File: src/rtl/fpu_issue_queue_if.sv
// Handshake bundle for fpu_issue_queue: operation input, fpu operand/result link, result output.
// out_flags exists only when FPU_ISSUE_FLAGS_EN is defined.
interface fpu_issue_queue_if #(
  parameter int TAG_W = 4
);
  logic             in_valid;
  logic             in_ready;
  logic [31:0]      in_a;
  logic [31:0]      in_b;
  logic [1:0]       in_op;
  logic [TAG_W-1:0] in_tag;
  logic [31:0]      fpu_a;
  logic [31:0]      fpu_b;
  logic [1:0]       fpu_opcode;
  logic [31:0]      fpu_o;
  logic             out_valid;
  logic             out_ready;
  logic [31:0]      out_data;
  logic [TAG_W-1:0] out_tag;
  logic [1:0]       out_op;
`ifdef FPU_ISSUE_FLAGS_EN
  logic [2:0]       out_flags;
`endif

  modport master (
    output in_valid, in_a, in_b, in_op, in_tag, fpu_o, out_ready,
    input  in_ready, fpu_a, fpu_b, fpu_opcode, out_valid, out_data, out_tag, out_op
`ifdef FPU_ISSUE_FLAGS_EN
    , input out_flags
`endif
  );

  modport slave (
    input  in_valid, in_a, in_b, in_op, in_tag, fpu_o, out_ready,
    output in_ready, fpu_a, fpu_b, fpu_opcode, out_valid, out_data, out_tag, out_op
`ifdef FPU_ISSUE_FLAGS_EN
    , output out_flags
`endif
  );
endinterface

File: src/rtl/fpu_issue_queue.sv
// Issue sequencer in front of a one-cycle fpu: input FIFO, credit-gated issue, in-order result FIFO.
// Optional result classification flags are built with FPU_ISSUE_FLAGS_EN.
module fpu_issue_queue #(
  parameter int DEPTH = 4,
  parameter int TAG_W = 4
) (
  input logic             clk,
  input logic             rst_n,
  fpu_issue_queue_if.slave bus
);
  localparam int AW = $clog2(DEPTH);
  localparam int CW = AW + 1;
  localparam logic [CW-1:0] FULL = CW'(DEPTH);

`ifdef FPU_ISSUE_FLAGS_EN
  function automatic logic [2:0] fp_flags(input logic [31:0] w);
    logic exp_max, exp_zero, frac_zero;
    exp_max   = (w[30:23] == 8'hFF);
    exp_zero  = (w[30:23] == 8'h00);
    frac_zero = (w[22:0] == 23'd0);
    return {exp_max & ~frac_zero, exp_max & frac_zero, exp_zero & frac_zero};
  endfunction
`endif

  logic [31:0]      ia_q   [DEPTH];
  logic [31:0]      ib_q   [DEPTH];
  logic [1:0]       iop_q  [DEPTH];
  logic [TAG_W-1:0] itag_q [DEPTH];
  logic [AW-1:0]    iwr_q, iwr_d, ird_q, ird_d;
  logic [CW-1:0]    icnt_q, icnt_d;
  logic             live_q, push, issue;

  logic [31:0]      fpu_a_q, fpu_b_q;
  logic [1:0]       fpu_op_q;
  logic             vld_p0_q, vld_p1_q;
  logic [TAG_W-1:0] tag_p0_q, tag_p1_q;
  logic [1:0]       op_p0_q, op_p1_q;

  logic [31:0]      rdata_q [4];
  logic [TAG_W-1:0] rtag_q  [4];
  logic [1:0]       rop_q   [4];
`ifdef FPU_ISSUE_FLAGS_EN
  logic [2:0]       rflags_q [4];
`endif
  logic [1:0]       rwr_q, rwr_d, rrd_q, rrd_d;
  logic [2:0]       rcnt_q, rcnt_d;
  logic             rvld, rpop;

  // in_ready is held low until one edge after reset release; no bypass when full.
  assign bus.in_ready   = live_q && (icnt_q < FULL);
  assign bus.fpu_a      = fpu_a_q;
  assign bus.fpu_b      = fpu_b_q;
  assign bus.fpu_opcode = fpu_op_q;
  assign rvld           = (rcnt_q != 3'd0);
  assign rpop           = rvld && bus.out_ready;

  always_comb begin
    push   = bus.in_valid && bus.in_ready;
    // Credit: results held plus both in-flight stages must leave room for one more.
    issue  = (icnt_q != '0) && ((rcnt_q + {2'b00, vld_p0_q} + {2'b00, vld_p1_q}) < 3'd4);
    iwr_d  = push  ? iwr_q + AW'(1) : iwr_q;
    ird_d  = issue ? ird_q + AW'(1) : ird_q;
    icnt_d = icnt_q;
    if (push && !issue)      icnt_d = icnt_q + CW'(1);
    else if (!push && issue) icnt_d = icnt_q - CW'(1);
    rwr_d  = vld_p1_q ? rwr_q + 2'd1 : rwr_q;
    rrd_d  = rpop ? rrd_q + 2'd1 : rrd_q;
    rcnt_d = rcnt_q;
    if (vld_p1_q && !rpop)      rcnt_d = rcnt_q + 3'd1;
    else if (!vld_p1_q && rpop) rcnt_d = rcnt_q - 3'd1;
  end

  always_ff @(posedge clk or negedge rst_n) begin
    if (!rst_n) begin
      live_q   <= 1'b0;
      iwr_q    <= '0;
      ird_q    <= '0;
      icnt_q   <= '0;
      vld_p0_q <= 1'b0;
      vld_p1_q <= 1'b0;
      fpu_a_q  <= '0;
      fpu_b_q  <= '0;
      fpu_op_q <= 2'b00;
      rwr_q    <= '0;
      rrd_q    <= '0;
      rcnt_q   <= '0;
    end else begin
      live_q   <= 1'b1;
      iwr_q    <= iwr_d;
      ird_q    <= ird_d;
      icnt_q   <= icnt_d;
      // p0: issue into fpu operand registers
      vld_p0_q <= issue;
      if (issue) begin
        fpu_a_q  <= ia_q[ird_q];
        fpu_b_q  <= ib_q[ird_q];
        fpu_op_q <= iop_q[ird_q];
      end
      // p1: fpu result registered, captured on the following edge
      vld_p1_q <= vld_p0_q;
      rwr_q    <= rwr_d;
      rrd_q    <= rrd_d;
      rcnt_q   <= rcnt_d;
    end
  end

  always_ff @(posedge clk) begin
    if (push) begin
      ia_q[iwr_q]   <= bus.in_a;
      ib_q[iwr_q]   <= bus.in_b;
      iop_q[iwr_q]  <= bus.in_op;
      itag_q[iwr_q] <= bus.in_tag;
    end
    if (issue) begin
      tag_p0_q <= itag_q[ird_q];
      op_p0_q  <= iop_q[ird_q];
    end
    tag_p1_q <= tag_p0_q;
    op_p1_q  <= op_p0_q;
    if (vld_p1_q) begin
      rdata_q[rwr_q]  <= bus.fpu_o;
      rtag_q[rwr_q]   <= tag_p1_q;
      rop_q[rwr_q]    <= op_p1_q;
`ifdef FPU_ISSUE_FLAGS_EN
      rflags_q[rwr_q] <= fp_flags(bus.fpu_o);
`endif
    end
  end

  always_comb begin
    bus.out_valid = rvld;
    bus.out_data  = '0;
    bus.out_tag   = '0;
    bus.out_op    = 2'b00;
`ifdef FPU_ISSUE_FLAGS_EN
    bus.out_flags = 3'b000;
`endif
    if (rvld) begin
      bus.out_data  = rdata_q[rrd_q];
      bus.out_tag   = rtag_q[rrd_q];
      bus.out_op    = rop_q[rrd_q];
`ifdef FPU_ISSUE_FLAGS_EN
      bus.out_flags = rflags_q[rrd_q];
`endif
    end
  end
endmodule

File: src/flat_wrapper.sv
// flat-port wrapper written by rule: the top's interface ports become plain ports
module fpu_issue_queue_flat 
#(
  parameter int DEPTH = 4,
  parameter int TAG_W = 4
)
  (clk, rst_n, bus_in_valid, bus_in_a, bus_in_b, bus_in_op, bus_in_tag, bus_fpu_o, bus_out_ready, bus_in_ready, bus_fpu_a, bus_fpu_b, bus_fpu_opcode, bus_out_valid, bus_out_data, bus_out_tag, bus_out_op);
  fpu_issue_queue_if #(.TAG_W(TAG_W)) bus_i ();
  input logic clk;
  input logic rst_n;
  input wire logic [$bits(bus_i.in_valid)-1:0] bus_in_valid;
  input wire logic [$bits(bus_i.in_a)-1:0] bus_in_a;
  input wire logic [$bits(bus_i.in_b)-1:0] bus_in_b;
  input wire logic [$bits(bus_i.in_op)-1:0] bus_in_op;
  input wire logic [$bits(bus_i.in_tag)-1:0] bus_in_tag;
  input wire logic [$bits(bus_i.fpu_o)-1:0] bus_fpu_o;
  input wire logic [$bits(bus_i.out_ready)-1:0] bus_out_ready;
  output wire logic [$bits(bus_i.in_ready)-1:0] bus_in_ready;
  output wire logic [$bits(bus_i.fpu_a)-1:0] bus_fpu_a;
  output wire logic [$bits(bus_i.fpu_b)-1:0] bus_fpu_b;
  output wire logic [$bits(bus_i.fpu_opcode)-1:0] bus_fpu_opcode;
  output wire logic [$bits(bus_i.out_valid)-1:0] bus_out_valid;
  output wire logic [$bits(bus_i.out_data)-1:0] bus_out_data;
  output wire logic [$bits(bus_i.out_tag)-1:0] bus_out_tag;
  output wire logic [$bits(bus_i.out_op)-1:0] bus_out_op;
  assign bus_i.in_valid = bus_in_valid;
  assign bus_i.in_a = bus_in_a;
  assign bus_i.in_b = bus_in_b;
  assign bus_i.in_op = bus_in_op;
  assign bus_i.in_tag = bus_in_tag;
  assign bus_i.fpu_o = bus_fpu_o;
  assign bus_i.out_ready = bus_out_ready;
  assign bus_in_ready = bus_i.in_ready;
  assign bus_fpu_a = bus_i.fpu_a;
  assign bus_fpu_b = bus_i.fpu_b;
  assign bus_fpu_opcode = bus_i.fpu_opcode;
  assign bus_out_valid = bus_i.out_valid;
  assign bus_out_data = bus_i.out_data;
  assign bus_out_tag = bus_i.out_tag;
  assign bus_out_op = bus_i.out_op;
  fpu_issue_queue #(.DEPTH(DEPTH), .TAG_W(TAG_W)) u_core (.clk(clk), .rst_n(rst_n), .bus(bus_i));
endmodule
File: config.mk
export PLATFORM = sky130hd
export DESIGN_NAME = fpu_issue_queue_flat
export DESIGN_NICKNAME = d
export VERILOG_FILES = /design/src/rtl/fpu_issue_queue_if.sv /design/src/rtl/fpu_issue_queue.sv /design/src/flat_wrapper.sv
export SDC_FILE = /design/constraint.sdc
export NUM_CORES = 1
export LEC_CHECK = 0
export CAP_MARGIN = 40
export CORE_ASPECT_RATIO = 1.1
export CORE_MARGIN = 2
export CORE_UTILIZATION = 60
export CTS_CLUSTER_DIAMETER = 200
export CTS_CLUSTER_SIZE = 16
export DETAILED_ROUTE_END_ITERATION = 10
export PLACE_DENSITY = 0.84
export RECOVER_POWER = 100
export SETUP_SLACK_MARGIN = 0.15
export SLEW_MARGIN = 15
export SYNTH_ARGS = -nofsm -noshare
export SYNTH_HDL_FRONTEND = slang
export SYNTH_SLANG_ARGS = --single-unit
File: constraint.sdc
create_clock -name clk -period 8.7 [get_ports clk]
set_input_delay 1.305 -clock clk [delete_from_list [all_inputs] [get_ports clk]]
set_output_delay 1.305 -clock clk [all_outputs]
set_load 0.1 [all_outputs]
# After elaboration in Yosys (flattened, before gate mapping)

Memory sizes are Yosys's and may differ from the RTL's. A register that Yosys moved wholly into a read port is not among the register bits.
Index checks and enable logic that the tools add are counted.

ROM bits: 0
Bits in writable memories: 432
Bits in latches: 0
Bits in registers: 27
Memories: 7
Logic and storage cells: 61

$mul: 0
Multiplexer cells: 11
$add $sub $neg: 10
Reduce and logical (&&, ||, !) cells: 18
Magnitude comparators: 2
Equal/unequal tests: 0
Bitwise logic cells: 0
Divide/modulo/power cells: 0
Shifts and indexed selects: 0

Memory list:

| memory         | depth | bits a word | read ports | clocked after Yosys merged registers in | wr ports | line                  | source |
|---|---|---|---|---|---|---|---|
| u_core.ia_q    | 4     | 32          | 1          | 1                                       | 1        | fpu_issue_queue.sv:25 | `logic [31:0] ia_q [DEPTH];` |
| u_core.ib_q    | 4     | 32          | 1          | 1                                       | 1        | fpu_issue_queue.sv:26 | `logic [31:0] ib_q [DEPTH];` |
| u_core.rdata_q | 4     | 32          | 1          | 0                                       | 1        | fpu_issue_queue.sv:39 | `logic [31:0] rdata_q [4];` |
| u_core.itag_q  | 4     | 4           | 1          | 1                                       | 1        | fpu_issue_queue.sv:28 | `logic [TAG_W-1:0] itag_q [DEPTH];` |
| u_core.rtag_q  | 4     | 4           | 1          | 0                                       | 1        | fpu_issue_queue.sv:40 | `logic [TAG_W-1:0] rtag_q [4];` |
| u_core.iop_q   | 4     | 2           | 1          | 0                                       | 1        | fpu_issue_queue.sv:27 | `logic [1:0] iop_q [DEPTH];` |
| +1 memories    | n/a   | n/a         | n/a        | n/a                                     | n/a      | n/a                   |  |

Operators by type and width:

| operator                                          | number |
|---|---|
| 2-to-1 mux 32 bit                                 | 1 |
| 2-to-1 mux 3 bit                                  | 4 |
| adder 2 x 1 -> 2 bit (second input constant)      | 4 |
| logical AND 1 bit                                 | 8 |
| adder 3 x 1 -> 3 bit                              | 2 |
| adder 3 x 1 -> 3 bit (second input constant)      | 2 |
| zero test 1 bit                                   | 6 |
| < comparator 3 bit (second input constant)        | 2 |
| nonzero test 3 bit                                | 2 |
| subtractor 3 x 1 -> 3 bit (second input constant) | 2 |
| 2-to-1 mux 1 bit                                  | 4 |
| 2-to-1 mux 4 bit                                  | 1 |
| nonzero test 2 bit                                | 2 |
| 2-to-1 mux 2 bit                                  | 1 |

# Depth between registers and ports, before layout

Gate-level depths: netlist (run 1).

Depth in word-level cells: 7
Depth in mapped cells: 10
Depth with buffers taken out: 10

# Least setup slack after synthesis (run 1)

OpenSTA, ideal clock, no wires.

Kind: reg2reg
Start: register u_core.icnt_q[2]
End: memory u_core.ia_q[1][0] (enable)
Path slack: 4.541 ns
Period minus slack after synthesis: 4.159 ns
Setup time: 0.436 ns
Cell stages (with the launch flop): 3
Arrival: 3.723 ns
Required time: 8.264 ns
Cells stage by stage: dfrtp_1 nor2b_1 and3_1

Cells in the longest elaborated chain, start to end: 5

RTL lines:

| item                                   | line                   | source |
|---|---|---|
| start: declaration                     | fpu_issue_queue.sv:30  | `logic [CW-1:0] icnt_q, icnt_d;` |
| start signal: assignment               | fpu_issue_queue.sv:91  | `icnt_q <= icnt_d;` |
| < comparator 3 bit                     | fpu_issue_queue.sv:50  | `assign bus.in_ready = live_q && (icnt_q < FULL);` |
| logical AND 1 bit                      | fpu_issue_queue.sv:50  |  |
| named net bus_in_ready                 | flat_wrapper.sv:18     | `output wire logic [$bits(bus_i.in_ready)-1:0] bus_in_ready;` |
| logical AND 1 bit                      | fpu_issue_queue.sv:58  | `push = bus.in_valid && bus.in_ready;` |
| 2-to-1 mux 1 bit                       | fpu_issue_queue.sv:108 | `if (push) begin` |
| 2-to-1 mux 1 bit (not written as such) | fpu_issue_queue.sv:109 | `ia_q[iwr_q] <= bus.in_a;` |
| end: declaration                       | fpu_issue_queue.sv:25  |  |

The timed path passes the listed nets, and every way through them passes these cells.

==> metrics.cfg, run 1 <==
[outcome]
status = finished, violations left
violations = max-capacitance violations, max-slew violations

[floorplan]
io_pins = 212
fp.dieArea_sq_mm = 0.0340
die_y_um = 193
dieWidth_um = 176
std_cell_rows = 69
core_sq_mm = 0.0322
start_util = 0.607

[sta]
tns_ns = 0
post-route-min-period_ns = 5.72
finalWorstSetupSlack_ns = 2.98
hold_viol = 0
timing.final.setup_violations = 0
slew_headroom = -1.31
layout_worst_path_cycle_share = 0.657
final-max-slew-violation-count = 446
fmax_ghz = 0.175
worstMarginPinSlew_ns = 3.47
clock_skew_ns = 0.0157
rsz0062_at_grt = no

[clock_tree]
insertion_delay_ns = 0.52
clock-sinks = 527
cts_max_level = 2
cts_inserted_buffers = 38
cts_hold_buf = 0
post_cts_resized = 0
tritoncts = done
clkTransAtPathRegs_ns = 0.07
cts_root_buffer = clkbuf_16
post_cts_buffers = 0
cts_max_path_buffers = 3

[min_path]
worstHoldPathCells = 0
hold_path_startpoint = u_core.tag_p0_q[2]$_DFFE_PP_
hp-class = reg2reg
worstHoldEndpoint = u_core.tag_p1_q[2]$_DFF_P_

[placed_design]
dpl_cell_area_sq_mm = 0.0243
place_ws_ns = 4.81
io_buffers = 211
gp_congestion = 0.708
dp_hpwl_um = 24900

[critical_path]
slowest_stage = clkbuf_1
start_kind = register
max_stage_delay_ns = 2.14
worstPathMaxFanout = 35
crit_family = buffers and inverters
path_class = reg2reg
cp_num_buf_inv = 2
crit_required_ns = 9.10
worst_path_most_repeated_cell = clkbuf_1
r2r_start = u_core.ird_q[0]$_DFFE_PN0P_
path_cells = clkbuf_1 -> clkbuf_1 -> mux4_2 -> mux2_2
rrSetupSlack_ns = 2.98
rr_worst_depth = 4
rr_endpoint = u_core.bus.fpu_a[11]$_DFFE_PN0P_
cp.arrival_ns = 6.11
end_kind = register

[layout]
finalInstanceArea_sq_mm = 0.0246
drive_above_1_share = 0.220
fill_cells = 1647
final_nets = 1293
register_area_sq_mm = 0.0154
area_growth_pct = 26.1
multi_input_area_sq_mm = 0.00388

[route]
drt_iter0_markers = 848
wl_per_cell_um = 25.1
drt-total-wl_um = 41200
vias = 9615
firstDrtPassIters = 5
drcViolationCount = 0
postRouteAntennaNets = 0
post_drt_via_cell_ratio = 5.87

[logic_synthesis]
syn_area_per_cell_sq_um = 23.4
synth_cell_types = 30
synth-edff-count = 438
ys_seq_area_frac = 0.786
synthesis.nets = 954
synth_area_sq_mm = 0.0195
yosysWarnings = 0
synth_seq_cells = 527
netlist_instances = 835
synthFlopType = edfxtp_1
synthArstFlopShare = 0.157

[grt]
first_global_vias = 10500
grt_max_degree = 54
grt_pass1_wl_um = 63200
grt_usage = 0.249
antenna_found_initial = 15
gr-total-overflow = 0

[run]
max_cap_violations = 11

how the worst max path moves through the flow:
| stage | slack, ns | to | from | cells past startpoint |
|---|---|---|---|---|
| 3_3_place_gp | 4.56 | bus_out_tag[2] | u_core.rrd_q[0]$_DFFE_PN0P_ | 4 |
| 6_report | 2.98 | u_core.bus.fpu_a[11]$_DFFE_PN0P_ | u_core.ird_q[0]$_DFFE_PN0P_ | 4 |
| 5_1_grt | 2.07 | u_core.bus.fpu_a[11]$_DFFE_PN0P_ | u_core.ird_q[0]$_DFFE_PN0P_ | 4 |
| 4_1_cts | 4.24 | bus_out_tag[0] | u_core.rrd_q[0]$_DFFE_PN0P_ | 5 |
| 3_5_place_dp | 4.81 | bus_out_tag[0] | u_core.rrd_q[0]$_DFFE_PN0P_ | 5 |
| 2_1_floorplan | 4.54 | u_core.ia_q[1][0]$_DFFE_PP_ | u_core.icnt_q[2]$_DFFE_PN0P_ | 2 |
metal layers:
layer  track usage  vias up  share of wire
li1              -     4060              -
met1         0.319     5024           0.37
met2         0.426      426           0.53
met3        0.0627       93          0.074
met4        0.0735       12          0.029
met5             0        -         0.0019
area by class of cell:
type / count / share of cell area
flip-flops and latches: 527 / 0.623
multi-input cells: 265 / 0.158
repair buffers: 335 / 0.151
clock buffers: 68 / 0.0440
well taps: 426 / 0.0216
inverters: 7 / 0.00112
diodes: 10 / 0.00102
clock inverters: 1 / 0.000355
cells in the mapped netlist (2+ instances only):
cell,instances,area share
edfxtp_1,438,0.67
mux4_2,108,0.12
dfrtp_1,83,0.11
and2_1,42,0.013
mux2_2,39,0.022
mux2_4,29,0.022
buf_2,16,0.0041
clkbuf_1,16,0.0031
ha_1,11,0.0070
xnor2_1,7,0.0031
dfxtp_1,6,0.0061
inv_1,6,0.0012
xor2_1,5,0.0022
and3_1,4,0.0013
buf_6,4,0.0023
nand2_1,3,0.00058
o21ai_0,3,0.00077
fa_1,2,0.0020
nor2_1,2,0.00038
cells by family after synthesis:
family / synth area share
other: 0.000192
adders and majority gates: 0.00909
xor gates and xnor gates: 0.00538
buffers and inverters: 0.0108
and+or+nand+nor: 0.0182
AOI/OAI and AO/OA: 0.00154
muxes: 0.169
DFF: 0.786
through the flow:
| step | hold slack, ns | cells | util |
|---|---|---|---|
| after global placement | 0.325 | 1446 | 0.687 |
| after global routing | 0.344 | 1636 | 0.765 |
| after CTS | 0.343 | 1629 | 0.787 |
| after floorplan | 0.323 | 835 | - |
| after detailed placement | 0.327 | 1560 | 0.753 |
| final | 0.343 | 1639 | 0.765 |
layout by cell type, fill, tap and decap left out, drive strengths merged, types with 2 or more instances in the layout:
cell,n
and2,43
and3,4
buf,70
clkbuf,123
clkdlybuf4s50,78
dfrtp,83
dfxtp,6
diode,10
dlygate4sd3,132
edfxtp,438
fa,2
ha,11
inv,7
mux2,68
mux4,108
nand2,3
nor2,3
o21ai,3
xnor2,7
xor2,5
state kept, by name, indices dropped and copies added (netlist names), 3 cells and up:
name	flops
u_core.rtag_q	16
u_core.bus.fpu_a	32
u_core.ia_q	128
u_core.iop_q	8
u_core.ib_q	128
u_core.rdata_q	128
u_core.itag_q	16
u_core.tag_p0_q	4
u_core.rop_q	8
u_core.bus.fpu_b	32
u_core.icnt_q	3
u_core.rcnt_q	3
u_core.tag_p1_q	4
Power of run 1 is not shown: default switching activity piles up to over one toggle a cycle in this logic, so the estimate is an artifact.
==> inputs of run 2 (changes only) <==
Settings changed: CORE_UTILIZATION 60 to 51, PLACE_DENSITY 0.84 to 0.76.
Clock period 8.7 ns to 5 ns, I/O delays scaled along.
==> run 2 against run 1 <==
Net effect: the flow still finishes with violations (max-capacitance violations, max-slew violations); core utilization fell by 12 points; routed wire length decreased by 7.5%; clock skew is 0.0084 ns higher; highest routed layer unchanged.
==> metrics.cfg, run 2 (synthesized netlist as in run 1, its figures left out) <==
[run]
max_cap_violations = 5

[sta]
rsz0062_at_grt = no
layout_worst_path_cycle_share = 0.853
fmax_ghz = 0.235
timing.final.setup_violations = 0
clock_skew_ns = 0.0241
worstMarginPinSlew_ns = 2.90
hold_viol = 0
tns_ns = 0
final-max-slew-violation-count = 169
post-route-min-period_ns = 4.26
slew_headroom = -0.935

[clock_tree]
insertion_delay_ns = 0.54
clock-sinks = 527
post_cts_buffers = 0
cts_max_level = 2
tritoncts = done
cts_hold_buf = 0
post_cts_resized = 0
cts_root_buffer = clkbuf_16
cts_max_path_buffers = 3
clkTransAtPathRegs_ns = 0.07
cts_inserted_buffers = 38

[layout]
layout.cells.most_common = edfxtp_1
layout_common_cells = edfxtp_1 (438), dlygate4sd3_1 (129), mux4_2 (108), clkbuf_1 (88), dfrtp_1 (82)
drive_above_1_share = 0.217
reg.largest.list = u_core.ia_q x128, u_core.ib_q x128, u_core.rdata_q x128
fill_cells = 2500
multi_input_area_sq_mm = 0.00388
register_area_sq_mm = 0.0154
area_growth_pct = 25.1
final_util = 0.643
final_nets = 1297
finalInstanceArea_sq_mm = 0.0244

[critical_path]
max_stage_delay_ns = 0.84
slowest_stage = dfrtp_1
start_kind = register
crit_required_ns = 4.25
rr_endpoint = u_core.bus.fpu_b[3]$_DFFE_PN0P_
crit_family = buffers and inverters
path_cells = buf_4 -> mux4_2 -> and2_1 -> clkdlybuf4s50_1 -> clkbuf_2
cp_num_buf_inv = 3
rrSetupSlack_ns = 1.11
endpoint = bus_out_data[8]
rr_worst_depth = 4
worstPathMaxFanout = 28
r2r_start = u_core.ird_q[0]$_DFFE_PN0P_
path_class = reg2out
end_kind = output port
path_depth = 5
startpoint = u_core.rrd_q[0]$_DFFE_PN0P_
cp.arrival_ns = 3.51

[route]
drt-total-wl_um = 38100
vias = 9334
post_drt_via_cell_ratio = 5.44
wl_per_cell_um = 22.2
firstDrtPassIters = 5
drcViolationCount = 0
drt_iter0_markers = 609
postRouteAntennaNets = 0

[min_path]
hp-class = reg2reg

[grt]
grt_usage = 0.197
first_global_vias = 10100
grt_pass1_wl_um = 58900
grt_max_degree = 48
gr-total-overflow = 0
antenna_found_initial = 14

[floorplan]
dieWidth_um = 191
io_pins = 212
core_sq_mm = 0.0380
start_util = 0.514
die_y_um = 209
std_cell_rows = 75
fp.dieArea_sq_mm = 0.0399

[placed_design]
io_buffers = 211
dpl_cell_area_sq_mm = 0.0244
gp_congestion = 0.752
dp_hpwl_um = 24300

[outcome]
violations = max-capacitance violations, max-slew violations
status = finished, violations left

-- run 2: area by class of cell --
cell class                 instances  share of cell area
antenna                            9            0.000921
timing repair buffer             339               0.141
tap                              500              0.0256
clock buffer                      68              0.0444
sequential                       527               0.628
multi-input combinational        265               0.159
clock inverter                     1            0.000358
inverter                           7             0.00118
-- run 2: routing by layer --
metal	part of all wire	vias to the layer above	track usage
met4	0.021	14	0.0503
li1	-	4075	-
met5	0.0021	-	0
met1	0.40	4854	0.261
met3	0.069	64	0.0500
met2	0.51	327	0.330
-- run 2: metrics by stage --
stage          hold WS (ns)  worst slack (ns)  cells
4_1_cts               0.263              1.05   1707
3_3_place_gp          0.325              1.34   1523
2_1_floorplan         0.323             0.841    835
5_1_grt               0.339             0.478   1711
3_5_place_dp          0.327              1.62   1638
6_report              0.338             0.737   1716
-- run 2: how the worst min path moves through the flow --
stage / endpoint / start / cells after the start / slack [ns]
after floorplan: u_core.op_p1_q[0]$_DFF_P_ / u_core.op_p0_q[0]$_DFFE_PP_ / 0 / 0.32
final: u_core.tag_p1_q[0]$_DFF_P_ / u_core.tag_p0_q[0]$_DFFE_PP_ / 0 / 0.34
after global routing: u_core.tag_p1_q[0]$_DFF_P_ / u_core.tag_p0_q[0]$_DFFE_PP_ / 0 / 0.34
after CTS: u_core.bus.fpu_a[29]$_DFFE_PN0P_ / rst_n / 1 / 0.26
after global placement: u_core.tag_p1_q[2]$_DFF_P_ / u_core.tag_p0_q[2]$_DFFE_PP_ / 0 / 0.32
after detailed placement: u_core.tag_p1_q[3]$_DFF_P_ / u_core.tag_p0_q[3]$_DFFE_PP_ / 0 / 0.33
-- run 2: worst register-to-register path, cell delays in order, from the launching register on --
cell and delay (ns):
dfrtp_1 1.37, buf_16 0.32, clkbuf_1 1.08, mux4_2 0.64, mux2_1 0.34
Power of run 2 is left out for the same reason.
